[config.mk]
export PLATFORM = sky130hd
export DESIGN_NAME = load_store_unit
export DESIGN_NICKNAME = d
export VERILOG_FILES = /design/src/rtl/lsu_pkg.sv /design/src/rtl/lsu_lane_align.sv /design/src/rtl/load_store_unit.sv
export SDC_FILE = /design/constraint.sdc
export NUM_CORES = 1
export LEC_CHECK = 0
export ABC_AREA = 0
export BUFFER_PORTS_ARGS = -buffer_cell sky130_fd_sc_hd__buf_2
export CORE_AREA = 3 3 134 123
export DETAILED_ROUTE_END_ITERATION = 10
export DIE_AREA = 0 0 137 126
export GPL_TIMING_DRIVEN = 0
export PLACE_DENSITY = 0.72
export SYNTH_ARGS = -nofsm -noshare
export SYNTH_HDL_FRONTEND = slang
export SYNTH_SLANG_ARGS = --single-unit
[constraint.sdc]
create_clock -name clk -period 2.6 [get_ports clk]
set_clock_uncertainty 0.1 [all_clocks]
set_input_delay 0.39 -clock clk [delete_from_list [all_inputs] [get_ports clk]]
set_output_delay 0.39 -clock clk [all_outputs]
set_load 0.01 [all_outputs]
[src/rtl/lsu_pkg.sv]
// Shared definitions for the load/store unit: funct3 codes, FSM states, widths.
// Latency: n/a (definitions only).
// Backpressure: n/a (definitions only).
package lsu_pkg;

    localparam int XLEN   = 32;
    localparam int NBYTES = 4;

    // RV32I load/store width codes (funct3)
    localparam logic [2:0] LB  = 3'b000;
    localparam logic [2:0] LH  = 3'b001;
    localparam logic [2:0] LW  = 3'b010;
    localparam logic [2:0] LBU = 3'b100;
    localparam logic [2:0] LHU = 3'b101;
    localparam logic [2:0] SB  = 3'b000;
    localparam logic [2:0] SH  = 3'b001;
    localparam logic [2:0] SW  = 3'b010;

    typedef enum logic [1:0] {
        IDLE  = 2'd0,
        CHECK = 2'd1,
        REQ   = 2'd2,
        DONE  = 2'd3
    } lsu_state_t;

endpackage

[src/rtl/lsu_lane_align.sv]
// Lane steering for one access: legality, byte enables, store replication, load extraction.
// Latency: purely combinational, zero cycles.
// Backpressure: none; outputs follow inputs.
// Ports: is_store/funct3/byte_off describe the access; wdata is raw store data;
//        mem_rdata is the raw bus word; legal/be/store_data/load_data are the results.
module lsu_lane_align
    import lsu_pkg::*;
(
    input  logic              is_store,
    input  logic [2:0]        funct3,
    input  logic [1:0]        byte_off,
    input  logic [XLEN-1:0]   wdata,
    input  logic [XLEN-1:0]   mem_rdata,
    output logic              legal,
    output logic [NBYTES-1:0] be,
    output logic [XLEN-1:0]   store_data,
    output logic [XLEN-1:0]   load_data
);

    logic            f3_ok;
    logic            aligned;
    logic [XLEN-1:0] lane;

    always_comb begin
        f3_ok      = 1'b0;
        aligned    = 1'b0;
        be         = 4'b1111;
        store_data = wdata;
        load_data  = '0;
        lane       = mem_rdata >> {byte_off, 3'b000};

        if (is_store) begin
            f3_ok = (funct3 == SB) || (funct3 == SH) || (funct3 == SW);
        end else begin
            f3_ok = (funct3 == LB) || (funct3 == LH) || (funct3 == LW) ||
                    (funct3 == LBU) || (funct3 == LHU);
        end

        // funct3[1:0] encodes access size for both loads and stores
        case (funct3[1:0])
            2'b00: begin
                aligned    = 1'b1;
                be         = 4'b0001 << byte_off;
                store_data = {4{wdata[7:0]}};
            end
            2'b01: begin
                aligned    = ~byte_off[0];
                be         = byte_off[1] ? 4'b1100 : 4'b0011;
                store_data = {2{wdata[15:0]}};
            end
            2'b10: begin
                aligned    = (byte_off == 2'b00);
                be         = 4'b1111;
                store_data = wdata;
            end
            default: begin
                aligned    = 1'b0;
                be         = 4'b1111;
                store_data = wdata;
            end
        endcase

        legal = f3_ok && aligned;

        case (funct3)
            LB:      load_data = {{24{lane[7]}}, lane[7:0]};
            LH:      load_data = {{16{lane[15]}}, lane[15:0]};
            LBU:     load_data = {24'd0, lane[7:0]};
            LHU:     load_data = {16'd0, lane[15:0]};
            default: load_data = lane;
        endcase
    end

endmodule

[src/rtl/load_store_unit.sv]
// Load/store unit: one core request at a time, legality check, req/ack bus with watchdog.
// Latency: done 3 cycles after start with a first-cycle ack (2 on a fault), +1 per wait cycle.
// Backpressure: start ignored while busy; bus stalls via mem_ack, aborted after TIMEOUT_CYCLES.
// Ports: core side start/is_store/funct3/addr/wdata in, busy/done/rdata/misaligned/bus_err out;
//        bus side mem_req/mem_we/mem_addr/mem_be/mem_wdata out, mem_ack/mem_rdata in.
module load_store_unit
    import lsu_pkg::*;
#(
    parameter int TIMEOUT_CYCLES = 255
) (
    input  logic              clk,
    input  logic              reset,
    input  logic              start,
    input  logic              is_store,
    input  logic [2:0]        funct3,
    input  logic [XLEN-1:0]   addr,
    input  logic [XLEN-1:0]   wdata,
    output logic              busy,
    output logic              done,
    output logic [XLEN-1:0]   rdata,
    output logic              misaligned,
    output logic              bus_err,
    output logic              mem_req,
    output logic              mem_we,
    output logic [XLEN-1:0]   mem_addr,
    output logic [NBYTES-1:0] mem_be,
    output logic [XLEN-1:0]   mem_wdata,
    input  logic              mem_ack,
    input  logic [XLEN-1:0]   mem_rdata
);

    localparam logic [8:0] TMO = 9'(TIMEOUT_CYCLES);

    lsu_state_t      state_q, state_d;
    logic            is_store_q;
    logic [2:0]      funct3_q;
    logic [XLEN-1:0] addr_q;
    logic [XLEN-1:0] wdata_q;
    logic [7:0]      cnt_q, cnt_d;
    logic [8:0]      cnt_inc;
    logic            timeout;

    logic              legal;
    logic [NBYTES-1:0] al_be;
    logic [XLEN-1:0]   al_store;
    logic [XLEN-1:0]   al_load;

    logic              busy_d, done_d, mis_d, berr_d, req_d, we_d;
    logic [XLEN-1:0]   rdata_d, maddr_d, mwdata_d;
    logic [NBYTES-1:0] mbe_d;

    lsu_lane_align u_align (
        .is_store   (is_store_q),
        .funct3     (funct3_q),
        .byte_off   (addr_q[1:0]),
        .wdata      (wdata_q),
        .mem_rdata  (mem_rdata),
        .legal      (legal),
        .be         (al_be),
        .store_data (al_store),
        .load_data  (al_load)
    );

    // The current REQ cycle is the cnt_inc-th one; reaching the limit aborts unless acked.
    assign cnt_inc = {1'b0, cnt_q} + 9'd1;
    assign timeout = (cnt_inc >= TMO);

    // State register, request latch and output registers
    always_ff @(posedge clk) begin
        if (reset) begin
            state_q    <= IDLE;
            cnt_q      <= '0;
            is_store_q <= 1'b0;
            funct3_q   <= '0;
            addr_q     <= '0;
            wdata_q    <= '0;
            busy       <= 1'b0;
            done       <= 1'b0;
            misaligned <= 1'b0;
            bus_err    <= 1'b0;
            rdata      <= '0;
            mem_req    <= 1'b0;
            mem_we     <= 1'b0;
            mem_addr   <= '0;
            mem_be     <= '0;
            mem_wdata  <= '0;
        end else begin
            state_q    <= state_d;
            cnt_q      <= cnt_d;
            if (state_q == IDLE && start) begin
                is_store_q <= is_store;
                funct3_q   <= funct3;
                addr_q     <= addr;
                wdata_q    <= wdata;
            end
            busy       <= busy_d;
            done       <= done_d;
            misaligned <= mis_d;
            bus_err    <= berr_d;
            rdata      <= rdata_d;
            mem_req    <= req_d;
            mem_we     <= we_d;
            mem_addr   <= maddr_d;
            mem_be     <= mbe_d;
            mem_wdata  <= mwdata_d;
        end
    end

    // Next-state logic
    always_comb begin
        state_d = state_q;
        case (state_q)
            IDLE:    if (start) state_d = CHECK;
            CHECK:   state_d = legal ? REQ : DONE;
            REQ:     if (mem_ack || timeout) state_d = DONE;
            DONE:    state_d = IDLE;
            default: state_d = IDLE;
        endcase
    end

    // Output logic: next values of the registered outputs
    always_comb begin
        busy_d   = (state_d != IDLE);
        done_d   = (state_d == DONE);
        mis_d    = (state_q == CHECK) && !legal;
        berr_d   = (state_q == REQ) && !mem_ack && timeout;
        req_d    = (state_d == REQ);
        we_d     = (state_d == REQ) && is_store_q;
        cnt_d    = (state_q == REQ) ? cnt_inc[7:0] : 8'd0;
        rdata_d  = rdata;
        maddr_d  = mem_addr;
        mbe_d    = mem_be;
        mwdata_d = mem_wdata;

        // Bus fields are loaded once on entry to REQ and then held for the whole request
        if (state_q == CHECK && legal) begin
            maddr_d  = {addr_q[XLEN-1:2], 2'b00};
            mbe_d    = al_be;
            mwdata_d = al_store;
        end

        if (state_q == REQ) begin
            if (mem_ack) begin
                if (!is_store_q) rdata_d = al_load;
            end else if (timeout) begin
                rdata_d = '0;
            end
        end
    end

endmodule

==> metrics.md <==
| Metric | Value |
|---|---|
| Crit-path max FO | `10` |
| Total GRT Usage | `between 20% and 30%` |
| Die area | `about 17,000 µm²` |
| Asr flop ratio synth | `0%` |
| Area added between synthesis and finish | `25.9%` |
| Post-Place Cells | `1,337` |
| CP Data Arrival Time | `roughly 2.8 ns` |
| Register area share after synthesis | `about half` |
| Die Height | `between 100 and 150 µm` |
| EDFF count, synth | `0` |
| Register area | `between 3000 and 4000 µm²` |
| Yosys reg bits | `182` |
| Worst slack, placed | `-0.188 ns` |
| Worst path required time | `2.86 ns` |
| Total routed wirelength | `~23,000 µm` |
| Critical Path End Type | `flop` |
| Routed via count | `between 7,000 and 8,000` |
| Routed wire per std cell | `about 17 µm` |
| DRC viols | `0` |
| Pwr per Cell Area | `~950 nW/µm²` |
| Global placer's final weighted congestion | `0.948` |
| Ant diodes | `0` |
| Min Clock Period, post-route | `between 2 and 2.5 ns` |
| Largest net degree at the start of global routing | `18` |
| Outcome | `completed` |
| Peak supply drop | `~0.54 mV` |
| Top Ports | `210` |
| Top_reg_cell synth | `dfxtp_1` |
| Post-synth cell types | `48` |
| Post-Synthesis Cells | `slightly above 900` |
| Bufs on Longest Clock Path | `2` |
| Max-cap viol count | `0` |
| Slew @ Worst Pin | `between 0.7 and 0.8 ns` |
| Startpoint types | `flop` |
| CTS tree | `done` |
| Synthesis warning total | `0` |
| Rel. slew slack | `48.3%` |
| Hpwl dp | `between 15,000 and 20,000 µm` |
| ANT nets after route | `0` |
| First-pass GRT wire length | `~35,000 µm` |
| H-tree depth | `4` |
| Initial core utilization | `49.2%` |
| Vias per std cell | `about 5.4` |
| TritonCTS buffer count | `17` |
| CP Cell Sequence | `nand3_2 -> o31ai_1 -> a21oi_2 -> a211oi_1 -> clkbuf_4 -> clkbuf_2 -> o21ai_0 -> a21oi_1` |
| Hold WC Path Type | `in -> reg` |
| Final Hold Fails | `0` |
| Worst-Skew Late Latency | `around 0.43 ns` |
| Layout cells sized above 1 | `25.2%` |
| Detailed Routing Iterations Pass 1 | `5` |
| IO Port Bufs | `206` |
| Root Driver | `clkbuf_16` |
| Largest family of logic cells by synthesized area | `compound AO/OA/AOI/OAI gates` |
| Clock transition at the registers of the reported paths | `0.07 ns` |
| Slowest cell on crit path | `dfxtp_1` |
| Fmax | `around 0.4 GHz` |
| Gr ovfl total | `0` |
| Mean post-synth cell area | `8.09 µm²` |
| Period utilisation layout | `between 90% and 100%` |
| Unrepaired setup endpoints after global routing | `false` |
| Core ar. | `15,300 µm²` |
| Post-Synth Simple-Gate Area | `18.8%` |
| Multi-input combinational cell area | `between 3000 and 4000 µm²` |
| Setup violators final | `0` |
| LEAKAGE | `~3.8 nW` |
| Mapped Area | `7510 µm²` |
| Starting DRT DRC Count | `just under 500` |
| Nets@finish | `around 1,300` |
| Total Power | `9.01 mW` |
| Xor/xnor share of the synthesized area | `less than 1%` |
| CP Class | `reg -> reg` |
| Vias in the first global route | `a little under 7,000` |
| Critical path's top delay family | `compound AO/OA/AOI/OAI gates` |
| Site Rows | `43` |
| Chip width | `roughly 140 µm` |
| CTS Sinks | `between 150 and 200` |
| Area share of fa/ha/maj cells after synthesis | `less than 1%` |
| CTS Hold Bufs | `0` |
| Share of synthesized area spent on multiplexers | `roughly 5.8%` |
| Final worst slack | `just over 0.1 ns` |
| CP Buf/Inv Count | `2` |
| Fillers | `approximately 1,400` |
| Final cell count without fillers | `1,370` |
| Synth Area in Compound Gates | `20.2%` |
| Initial antenna violation count | `0` |
| Slowest Stage Delay on Critical Path | `0.42 ns` |
| Slew Limit Fails | `0` |
## cell usage in the layout (no fill, tap or decap), types with 12 or more instances in the layout
master / count
nand2_1: 278
a21oi_1: 145
o211ai_1: 15
mux2i_1: 27
inv_1: 22
clkbuf_1: 50
nor2_1: 37
buf_2: 210
clkbuf_16: 17
mux2_2: 15
a211oi_1: 12
dfxtp_1: 178
o21ai_0: 38
## synthesized netlist by cell type (2+ instances only)
| cell | count | area [µm²] |
|---|---|---|
| dfxtp_1 | 182 | 3640 |
| a211oi_1 | 12 | 90.1 |
| and3_1 | 3 | 18.8 |
| mux2i_1 | 27 | 270 |
| nand3_1 | 2 | 10.0 |
| buf_6 | 3 | 33.8 |
| ha_1 | 6 | 75.1 |
| clkbuf_1 | 56 | 210 |
| o211ai_1 | 15 | 113 |
| a311oi_1 | 11 | 96.3 |
| or3_1 | 3 | 18.8 |
| nand2b_1 | 4 | 25.0 |
| mux2_2 | 15 | 169 |
| and2_1 | 3 | 18.8 |
| a221oi_2 | 10 | 150 |
| inv_1 | 22 | 82.6 |
| nor2b_1 | 4 | 25.0 |
| o211a_1 | 2 | 20.0 |
| nor3_1 | 2 | 10.0 |
| a221oi_1 | 7 | 61.3 |
| buf_1 | 14 | 52.6 |
| o21ai_0 | 38 | 190 |
| nor3b_1 | 2 | 15.0 |
| xor2_1 | 2 | 17.5 |
| nor2_1 | 37 | 139 |
| buf_4 | 2 | 15.0 |
| o31ai_1 | 2 | 15.0 |
| a21oi_1 | 145 | 726 |
| nand2_1 | 278 | 1040 |
## cell families (layout without fill, tap and decap cells)
group | Yosys count | after routing
xor gates and xnor gates | 2 | 2
buffers and inverters | 99 | 338
adders and majority gates | 6 | 6
AOI/OAI and AO/OA | 249 | 249
and+or+nand+nor | 347 | 347
DFF | 182 | 182
muxes | 42 | 42
other | 1 | 2
## worst paths after layout
check / start / slack, ns / depth (start not counted) / endpoint
worst max-delay path: cnt_q[4]$_SDFF_PP0_ / 0.10 / 8 / rdata[10]$_SDFFE_PP0P_
worst min-delay path: addr[28] / 0.09 / 3 / addr_q[28]$_SDFFE_PP0P_
worst max register to register: cnt_q[4]$_SDFF_PP0_ / 0.10 / 8 / rdata[10]$_SDFFE_PP0P_
worst min register to register: addr_q[11]$_SDFFE_PP0P_ / 0.35 / 2 / mem_addr[11]$_SDFFE_PP0P_
## where the power goes
part	internal [mW]	total (mW)	switching [mW]
Combinational	0.958	2.67	1.71
Clock	1.47	2.64	1.17
Sequential	3.33	3.70	0.367
Total	5.76	9.01	3.25
## worst register-to-register path, stage by stage (launching register included)
cell and delay [ns]:
dfxtp_1 0.42, nand3_2 0.19, o31ai_1 0.39, a21oi_2 0.12
a211oi_1 0.32, clkbuf_4 0.30, clkbuf_2 0.25, o21ai_0 0.15
a21oi_1 0.18
## layout make-up
class	count	share of cell area, %
Sequential cell	182	38.6
Multi-Input combinational cell	648	36.9
Timing Repair Buffer	207	11.0
Clock buffer	18	4.64
Buffer	76	3.52
Tap cell	202	2.67
Clock inverter	14	1.73
Inverter	23	0.913
## metrics by stage
step / setup TNS, ns / util, % / hold WS (ns) / instance area, µm²
2_1_floorplan: 0 / - / 0.332 / 7510
3_3_place_gp: -4.91 / 57.6 / 0.338 / 8800
3_5_place_dp: -4.87 / 57.6 / 0.344 / 8800
4_1_cts: 0 / 61.7 / 0.0727 / 9420
5_1_grt: 0 / 61.9 / 0.0776 / 9460
6_report: 0 / 61.9 / 0.0859 / 9460
## flip-flops by register name (all words and copies together) (netlist names)
name and count:
mem_be 4, mem_we 1, state_q 2, mem_addr 30
is_store_q 1, funct3_q 3, addr_q 32, rdata 32
bus_err 1, mem_req 1, cnt_q 8, wdata_q 32
mem_wdata 32, misaligned 1, busy 1, done 1
## routing by layer
metal	up-vias	part of all wire, %	track usage, %
met5	-	0	0
met4	0	2.4	8.86
met3	43	8.5	6.27
met2	305	45	41.0
met1	3410	44	35.3
li1	3584	-	-
## timing repair
action                                  4_1_cts  5_1_grt
endpoints found under the setup margin       77       80
setup buffers                                 1        0
pin swaps                                     1        0
gates resized for setup                       9       14
(Power assumes the default switching activity.)
